**src/rtl/alu_pkg.sv**
```systemverilog
// Shared ALUControl code constants and execution-unit state encoding.
// Imported by the ALU decoder and by the sequential execution unit.
package alu_pkg;

    localparam logic [2:0] ALU_AND = 3'b000;
    localparam logic [2:0] ALU_OR  = 3'b001;
    localparam logic [2:0] ALU_ADD = 3'b010;
    localparam logic [2:0] ALU_SUB = 3'b100;
    localparam logic [2:0] ALU_MUL = 3'b101;
    localparam logic [2:0] ALU_SLT = 3'b110;

    typedef enum logic {
        ST_IDLE,
        ST_MUL
    } state_t;

endpackage

```
**src/rtl/alu_seq_exec_mul_shift_add.sv**
```systemverilog
// Iterative shift-add multiplier datapath: one partial product per step,
// overflow above WIDTH bits discarded on every add.
module mul_shift_add
    import alu_pkg::*;
#(
    parameter int unsigned WIDTH = 32
) (
    input  logic             clk,
    input  logic             rst_n,
    input  logic             load,
    input  logic             step,
    input  logic [WIDTH-1:0] a,
    input  logic [WIDTH-1:0] b,
    output logic             last,
    output logic [WIDTH-1:0] product
);

    localparam int unsigned CW = $clog2(WIDTH + 1);

    logic [WIDTH-1:0] mcand;
    logic [WIDTH-1:0] mplier;
    logic [WIDTH-1:0] acc;
    logic [CW-1:0]    count;

    // Accumulator plus the current partial product: the value the next step stores.
    assign product = acc + (mplier[0] ? mcand : '0);
    assign last    = (count == CW'(WIDTH - 1));

    always_ff @(posedge clk or negedge rst_n) begin
        if (!rst_n) begin
            mcand  <= '0;
            mplier <= '0;
            acc    <= '0;
            count  <= '0;
        end else if (load) begin
            mcand  <= a;
            mplier <= b;
            acc    <= '0;
            count  <= '0;
        end else if (step) begin
            acc    <= product;
            mcand  <= mcand << 1;
            mplier <= mplier >> 1;
            count  <= count + CW'(1);
        end
    end

endmodule

```
**src/rtl/alu_seq_exec.sv**
```systemverilog
// Execute-stage ALU with Start/Busy/Done handshake; single-cycle ops finish
// in one clock, MUL iterates over WIDTH clocks through mul_shift_add.
module alu_seq_exec
    import alu_pkg::*;
#(
    parameter int unsigned WIDTH = 32
) (
    input  logic             CLK,
    input  logic             RST,
    input  logic             Start,
    input  logic [2:0]       ALUControl,
    input  logic [WIDTH-1:0] SrcA,
    input  logic [WIDTH-1:0] SrcB,
    output logic [WIDTH-1:0] ALUResult,
    output logic             Zero,
    output logic             Busy,
    output logic             Done
);

    state_t           state_q, state_d;
    logic [WIDTH-1:0] result_d;
    logic             zero_d, busy_d, done_d;
    logic [WIDTH-1:0] alu_y;
    logic             mul_load, mul_step, mul_last;
    logic [WIDTH-1:0] mul_product;

    mul_shift_add #(.WIDTH(WIDTH)) u_mul (
        .clk     (CLK),
        .rst_n   (RST),
        .load    (mul_load),
        .step    (mul_step),
        .a       (SrcA),
        .b       (SrcB),
        .last    (mul_last),
        .product (mul_product)
    );

    always_comb begin
        alu_y = '0;
        case (ALUControl)
            ALU_ADD: alu_y = SrcA + SrcB;
            ALU_SUB: alu_y = SrcA - SrcB;
            ALU_SLT: alu_y = {{(WIDTH-1){1'b0}}, ($signed(SrcA) < $signed(SrcB))};
            ALU_AND: alu_y = SrcA & SrcB;
            ALU_OR:  alu_y = SrcA | SrcB;
            default: alu_y = '0;
        endcase
    end

    always_comb begin
        state_d  = state_q;
        result_d = ALUResult;
        zero_d   = Zero;
        busy_d   = Busy;
        done_d   = 1'b0;
        mul_load = 1'b0;
        mul_step = 1'b0;
        case (state_q)
            ST_IDLE: begin
                if (Start) begin
                    if (ALUControl == ALU_MUL) begin
                        mul_load = 1'b1;
                        busy_d   = 1'b1;
                        state_d  = ST_MUL;
                    end else begin
                        result_d = alu_y;
                        zero_d   = (alu_y == '0);
                        done_d   = 1'b1;
                    end
                end
            end
            ST_MUL: begin
                // Start is ignored here; the final step's sum goes straight to the output.
                mul_step = 1'b1;
                if (mul_last) begin
                    result_d = mul_product;
                    zero_d   = (mul_product == '0);
                    done_d   = 1'b1;
                    busy_d   = 1'b0;
                    state_d  = ST_IDLE;
                end
            end
            default: state_d = ST_IDLE;
        endcase
    end

    always_ff @(posedge CLK or negedge RST) begin
        if (!RST) begin
            state_q   <= ST_IDLE;
            ALUResult <= '0;
            Zero      <= 1'b1;
            Busy      <= 1'b0;
            Done      <= 1'b0;
        end else begin
            state_q   <= state_d;
            ALUResult <= result_d;
            Zero      <= zero_d;
            Busy      <= busy_d;
            Done      <= done_d;
        end
    end

endmodule

```
**config.mk**
```make
export PLATFORM = sky130hd
export DESIGN_NAME = alu_seq_exec
export DESIGN_NICKNAME = d
export VERILOG_FILES = /design/src/rtl/alu_pkg.sv /design/src/rtl/alu_seq_exec_mul_shift_add.sv /design/src/rtl/alu_seq_exec.sv
export SDC_FILE = /design/constraint.sdc
export NUM_CORES = 1
export LEC_CHECK = 0
export BUFFER_PORTS_ARGS = -buffer_cell sky130_fd_sc_hd__buf_2
export CAP_MARGIN = 30
export CORE_MARGIN = 3
export CORE_UTILIZATION = 30
export DETAILED_ROUTE_END_ITERATION = 7
export SLEW_MARGIN = 10
export SYNTH_ARGS = -nofsm -noshare
export SYNTH_HDL_FRONTEND = slang
export SYNTH_SLANG_ARGS = --single-unit
```
**constraint.sdc**
```tcl
create_clock -name CLK -period 5.3 [get_ports CLK]
set_input_delay 0.265 -clock CLK [delete_from_list [all_inputs] [get_ports CLK]]
set_output_delay 0.265 -clock CLK [all_outputs]
set_load 0.05 [all_outputs]
```
==> results of run 1 <==
-- routing by layer --
layer  track usage (%)  part of all wire [%]  vias up
met5                 0                  0.11        -
li1                  -                     -     6298
met1             27.88                    48     6263
met4             5.877                   2.2        6
met3             4.251                   7.1       69
met2             29.10                    43      479
-- synthesized netlist by cell type (6+ instances only) --
| cell | count | area [µm²] |
|---|---|---|
| nand2_1 | 206 | 773.2 |
| nor2_1 | 197 | 739.5 |
| a21oi_1 | 186 | 930.9 |
| o21ai_0 | 157 | 785.8 |
| dfrtp_1 | 137 | 3428 |
| ha_1 | 135 | 1689 |
| inv_1 | 113 | 424.2 |
| clkbuf_1 | 90 | 337.8 |
| and2_1 | 38 | 237.7 |
| o211ai_1 | 33 | 247.7 |
| a21o_1 | 28 | 210.2 |
| nor3_1 | 28 | 140.1 |
| nand3_1 | 27 | 135.1 |
| xnor2_1 | 26 | 227.7 |
| a211oi_1 | 21 | 157.7 |
| a31oi_1 | 19 | 118.9 |
| o21a_1 | 19 | 142.6 |
| nand4_1 | 16 | 100.1 |
| o22ai_1 | 15 | 93.84 |
| mux2i_1 | 14 | 140.1 |
| nand2b_1 | 14 | 87.58 |
| a22o_1 | 12 | 105.1 |
| nor2b_1 | 12 | 75.07 |
| a221oi_1 | 11 | 96.34 |
| o31ai_1 | 11 | 82.58 |
| xor2_1 | 11 | 96.34 |
| buf_1 | 8 | 30.03 |
| nor4_1 | 8 | 50.05 |
| o2111ai_1 | 8 | 70.07 |
| o21bai_1 | 8 | 60.06 |
| a211o_1 | 7 | 61.31 |
| o221ai_1 | 7 | 61.31 |
| or3_1 | 7 | 43.79 |
| a2111oi_0 | 6 | 52.55 |
| a221o_1 | 6 | 60.06 |
| and4_1 | 6 | 52.55 |
-- cell families (layout without fill, tap and decap cells) --
kind of cell | count (synthesis) | in the layout | synth area share [%]
muxes | 19 | 19 | 1.505
and+or+nand+nor | 591 | 591 | 20.65
buffers and inverters | 215 | 272 | 6.280
other | 0 | 1 | 0
DFF | 138 | 138 | 26.47
AOI/OAI and AO/OA | 603 | 603 | 29.20
adders and majority gates | 138 | 138 | 13.40
xor gates and xnor gates | 37 | 37 | 2.483
-- cell type report --
type | instances | area share (%)
Inverter | 114 | 2.902
Multi-Input combinational cell | 1388 | 59.65
Timing Repair Buffer | 126 | 4.879
Clock inverter | 15 | 1.315
Sequential cell | 138 | 23.45
Antenna cell | 1 | 0.01697
Tap cell | 577 | 4.896
Clock buffer | 17 | 2.885
-- how the worst max path moves through the flow --
stage,startpoint,to,slack [ps],cells past startpoint
6_report,u_mul.mplier[0],Zero,780,15
5_1_grt,u_mul.mplier[0],Zero,520,15
4_1_cts,u_mul.mplier[0],Zero,760,15
3_5_place_dp,u_mul.mplier[0],Zero,810,15
3_3_place_gp,SrcA[0],Zero,880,14
2_1_floorplan,u_mul.mplier[0],Zero,1200,15
-- power groups by stage --
stage	registers (mW)	clock network, mW	logic [mW]
floorplan	2.10	0	1.49
global placement	1.75	0	2.59
detailed placement	1.76	0	2.61
CTS	1.74	1.33	2.63
global route	1.80	1.37	2.90
finish	1.74	1.30	2.64
-- state kept, by name, summed over array words and instances (netlist names) --
register      count
state_q           1
u_mul.mcand      32
ALUResult        32
Done              1
u_mul.mplier     32
u_mul.count       6
Zero              1
u_mul.acc        32
Busy              1
-- worst max-delay path: cells and delay by family (launching register included) --
family	cells	cell delay, ps
AOI/OAI and AO/OA	6	1380
adders and majority gates	1	430
buffers and inverters	1	220
DFF	1	370
and+or+nand+nor	7	2060
-- per-stage QoR --
stage	instances	hold slack, ps	cell area, µm²
after floorplan	1741	-30.59	13050
after global placement	2339	314.8	14070
after detailed placement	2341	316.6	14100
after CTS	2374	80.76	14730
after global routing	2376	118.6	14750
final	2376	113.9	14750
-- layout by cell type (no fill, tap or decap), types with 28 or more instances in the layout --
master	count
nand2_1	206
nor2_1	194
a21oi_1	186
o21ai_0	157
dfrtp_1	136
ha_1	135
inv_1	113
buf_2	103
and2_1	38
o211ai_1	33
a21o_1	28
nor3_1	28
-- what timing repair did --
item	CTS	global route
hold endpoints to repair	65	0
hold buffers	1	0
endpoints found under the setup margin	0	0
==> impl_results.md, run 1 <==
- Status: completed
- CP Max Fanout: 32
- Clk_skew: 14.89 ps
- Post-DP HPWL: around 35,000 µm
- Placer Congestion: 0.9286
- Mapped Area: between 0.01 and 0.015 mm²
- Worst hold start: SrcA[0]
- FF-to-FF Start: u_mul.mplier[0]
- Post-synthesis async set-or-reset flop share: between 90% and 100%
- Switching power: around 2.7 mW
- Power share of the combinational group: between 40% and 50%
- Register bit total from synthesis: approximately 140
- Global-route wire length before repair: 71,600 µm
- P per Cell Area: ~390 mW/mm²
- Drt drc: 0
- FF-to-FF path depth: 15
- Relative slew margins: 37.73%
- Clock tree buffer depth: 2
- Ports: 105
- Die area: around 0.046 mm²
- P_int: between 3 and 4 mW
- FMAX: roughly 220 MHz
- Core Area: 0.04242 mm²
- WHS Endpoint: u_mul.mcand[0]
- GRT Overall Usage: about 20%
- Final setup viols: 0
- DR vias: between 10,000 and 15,000
- TritonCTS buffer count: 17
- Fin. Hold Viols: 0
- Dpl ws: roughly 810 ps
- Yosys warning count: 0
- Fin nets: approximately 2,000
- DIE WIDTH: roughly 210 µm
- Pre-Repair DR Iteration Count: 6
- Syn nets: ~1,900
- Layout cells sized above 1: between 10% and 20%
- Hold Crit Class: primary input to register
- # clock sinks: approximately 140
- RSZ-0062 raised after global routing: no
- Worst flop-to-flop path endpoint: Zero
- Main synth FF type: dfrtp_1
- Htree depth: 4
- TritonCTS clock tree: done
- Worst-margin pin slew: about 930 ps
- Clk root buf: clkbuf_16
- Input/output buffers: between 100 and 150
- Via density: approximately 5.5
- Max-Cap Viols: 0
- Vias in the first global route: ~12,000
- Fin crit period: roughly 4500 ps
- Remaining global-route overflow: 0
- Clk pwr share: approximately 23%
- Final Power: ~5.7 mW
- Crit. End Element: register
- Initial antenna violation count: 4
- Reg area: about 0.0035 mm²
- # rows: 75
- Die span in y: 214.6 µm
- Crit start category: register
- Flop2flop setup slack: 780 ps
- Crit-path slowest cell: or4_1
- EDFF count, synth: 0
- Max Slew Vio Count: 0
- Clock transition at the registers of the reported paths: ~70 ps
- Initial Util: 30.77%
- Period utilisation layout: between 80% and 90%
- Worst Path Arrival: just under 5000 ps
- Post-DRT Antenna Nets: 0
- Area growth, synth to finish: 12.99%
- CP Class: register to register
- Routed wire length: ~46,000 µm
- Avg WL per Cell: 19.24 µm
- Multi-input logic area: 0.008796 mm²
- Mean post-synth cell area: between 7 and 8 µm²
- Fin util: around a third
- # Post-CTS Setup Buffers: 0
- Post-synthesis sequential area ratio: a little over a quarter
- Max VDD drop: 0.0002358 V
- Final setup margin: around 800 ps
- Largest net degree at the start of global routing: 87
- Cells after synthesis: approximately 1,700
- Largest stage delay on the critical path: 510 ps
- Worst-path cell chain: buf_4, and2_1, fa_1, a211oi_2, o21bai_2, a21o_1, a21o_1, a2111oi_2, nand4_1, or4b_1, or4_1, nor4_2, nand4b_1, or4_1, o211ai_2
- P_leak: 6.673 nW
- Hold path cells: 3
- Flop pwr share: 30.7%
- Resized cells post-CTS: 0
- Clock Latency Late Sink: 460 ps
- DR iter-0 viols: between 1,000 and 1,500
- Count of different cell masters after synthesis: 85
- Switching Share: between 40 and 50%
- Critical path data required time: ~5700 ps
- Filler Cells Inserted: around 4,600
- Setup TNS: 0 ps
No activity file was read; power rests on OpenSTA's default activity.
==> run 2: changes to the inputs <==
Settings changed: CORE_MARGIN 3 to 2.
==> run 2 against run 1 <==
Sequential power barely moved. Clock-buffer cell count rose by 2. Design area barely moved. Non-clock buffer count fell by 1. First-iteration DRC count fell by 2.5%. Critical path depth did not move. Routed wire length fell by 0.28%. Setup slack got worse by 82 ps. Final cell count rose by 0.34%. Combinational power barely moved. Sequential share of layout area barely moved. Global-route usage rose by 0.87 points.
==> impl_results.md, run 2 (synthesis results as in run 1) <==
- Htree depth: 4
- Relative slew margins: 25.32%
- Clk_skew: between 10 and 15 ps
- FF-to-FF Start: u_mul.mplier[0]
- DR iter-0 viols: between 1,000 and 1,500
- Clock transition at the registers of the reported paths: approximately 60 ps
- Pre-Repair DR Iteration Count: 6
- Switching power: 2.645 mW
- DIE WIDTH: 212.6 µm
- Crit-path slowest cell: or4_1
- P_leak: 6.652 nW
- # rows: 76
- Final Power: 5.697 mW
- Via density: between 5 and 6
- Core Area: roughly 0.043 mm²
- Placer Congestion: around 0.92
- Initial antenna violation count: 3
- RSZ-0062 raised after global routing: no
- Largest net degree at the start of global routing: between 90 and 100
- CP Class: register to register
- Post-DP HPWL: about 35,000 µm
- Fin. Hold Viols: 0
- WHS Endpoint: u_mul.mcand[0]
- Flop2flop setup slack: about 700 ps
- CP Max Fanout: 9
- Fin nets: around 2,000
- Worst Path Arrival: around 5000 ps
- Clock tree buffer depth: 2
- Clk pwr share: between 20% and 30%
- Worst-margin pin slew: about 1100 ps
- Max Slew Vio Count: 0
- Worst flop-to-flop path endpoint: Zero
- Largest stage delay on the critical path: around 530 ps
- Die area: between 0.04 and 0.05 mm²
- P_int: roughly 3.1 mW
- Initial Util: 30.36%
- Final setup viols: 0
- # clock sinks: 138
- Layout cells sized above 1: between 10 and 15%
- Routed wire length: between 40,000 and 50,000 µm
- TritonCTS buffer count: 17
- DR vias: 13,121
- Post-DRT Antenna Nets: 0
- Remaining global-route overflow: 0
- Vias in the first global route: around 12,000
- Avg WL per Cell: approximately 19 µm
- FF-to-FF path depth: 15
- Hold path cells: 3
- # Post-CTS Setup Buffers: 0
- TritonCTS clock tree: done
- Crit start category: register
- Ports: approximately 110
- Setup TNS: 0 ps
- Status: completed
- Power share of the combinational group: between 40 and 50%
- Most frequent cells in the layout: 206 x nand2_1, 194 x nor2_1, 186 x a21oi_1
- Worst-path cell chain: and2_1, ha_1, fa_1, a211oi_2, o21bai_2, a21o_1, a21o_1, a2111oi_2, nand4_1, or4b_1, or4_1, nor4_2, nand4b_1, or4_1, o211ai_2
- Most common cell after layout, fill and taps aside: nand2_1
- Critical path data required time: 5670 ps
- Hold Crit Class: primary input to register
- Area growth, synth to finish: 13.02%
- Drt drc: 0
- Global-route wire length before repair: between 70,000 and 80,000 µm
- Die span in y: ~210 µm
- Switching Share: a little under half
- Clk root buf: clkbuf_16
- Clock Latency Late Sink: approximately 450 ps
- Worst hold start: SrcA[0]
- Max-Cap Viols: 0
- Period utilisation layout: 86.84%
- GRT Overall Usage: 20.30%
- Flop pwr share: between 30% and 40%
- Crit. End Element: register
- FMAX: 217.3 MHz
- P per Cell Area: a little under 400 mW/mm²
- Fin crit period: roughly 4600 ps
- Input/output buffers: ~100
- Max VDD drop: between 0.0002 and 0.0003 V
-- run 2: critical path: cells and delay by family (launching register included) --
kind | cells | cell delay [ps]
adder cells (fa/ha/maj) | 2 | 670
AND/OR/NAND/NOR | 7 | 2040
flip-flops | 1 | 450
AO/OA/AOI/OAI | 6 | 1350
-- run 2: worst max-delay path by stage --
| stage | from | end | slack, ps | depth (start not counted) |
|---|---|---|---|---|
| floorplan | u_mul.mplier[0] | Zero | 1200 | 15 |
| global placement | u_mul.mplier[0] | Zero | 800 | 15 |
| detailed placement | u_mul.mplier[0] | Zero | 760 | 15 |
| CTS | u_mul.mplier[0] | Zero | 710 | 15 |
| global route | u_mul.mplier[0] | Zero | 490 | 15 |
| finish | u_mul.mplier[0] | Zero | 700 | 15 |
-- run 2: timing repair --
item | 4_1_cts | 5_1_grt
endpoints found under the hold margin | 92 | 0
gates resized for setup | 0 | 0
hold buffers | 1 | 0
-- run 2: layout make-up --
cell class | count | area (µm²)
fillers | 4665 | 28230
clock buffers | 19 | 442.9
flip-flops and latches | 138 | 3458
repair buffers | 125 | 706.9
multi-input cells | 1388 | 8796
diodes | 2 | 5.005
clock inverters | 13 | 180.2
well taps | 585 | 732.0
inverters | 114 | 427.9
-- run 2: metrics by stage --
step | instance area (µm²) | instances | util (%) | setup WS, ps | hold WS, ps
2_1_floorplan | 13050 | 1741 | - | 1198 | -30.59
3_3_place_gp | 14080 | 2348 | 32.77 | 795.8 | 427.2
3_5_place_dp | 14080 | 2348 | 32.77 | 760.1 | 436.9
4_1_cts | 14720 | 2381 | 34.24 | 710.6 | 124.8
5_1_grt | 14740 | 2382 | 34.30 | 490.1 | 139.4
6_report | 14750 | 2384 | 34.32 | 697.3 | 153.9
-- run 2: power groups by stage --
stage | registers (mW) | logic (mW) | clock network (mW)
2_1_floorplan | 2.10 | 1.49 | 0
3_3_place_gp | 1.75 | 2.58 | 0
3_5_place_dp | 1.76 | 2.61 | 0
4_1_cts | 1.74 | 2.62 | 1.35
5_1_grt | 1.80 | 2.90 | 1.39
6_report | 1.74 | 2.63 | 1.32
-- run 2: routing by layer --
metal | GRT usage (%) | part of all wire (%)
met1 | 29.18 | 49
met2 | 31.01 | 43
met3 | 3.383 | 5.9
met4 | 6.053 | 2.3
met5 | 0 | 0.035
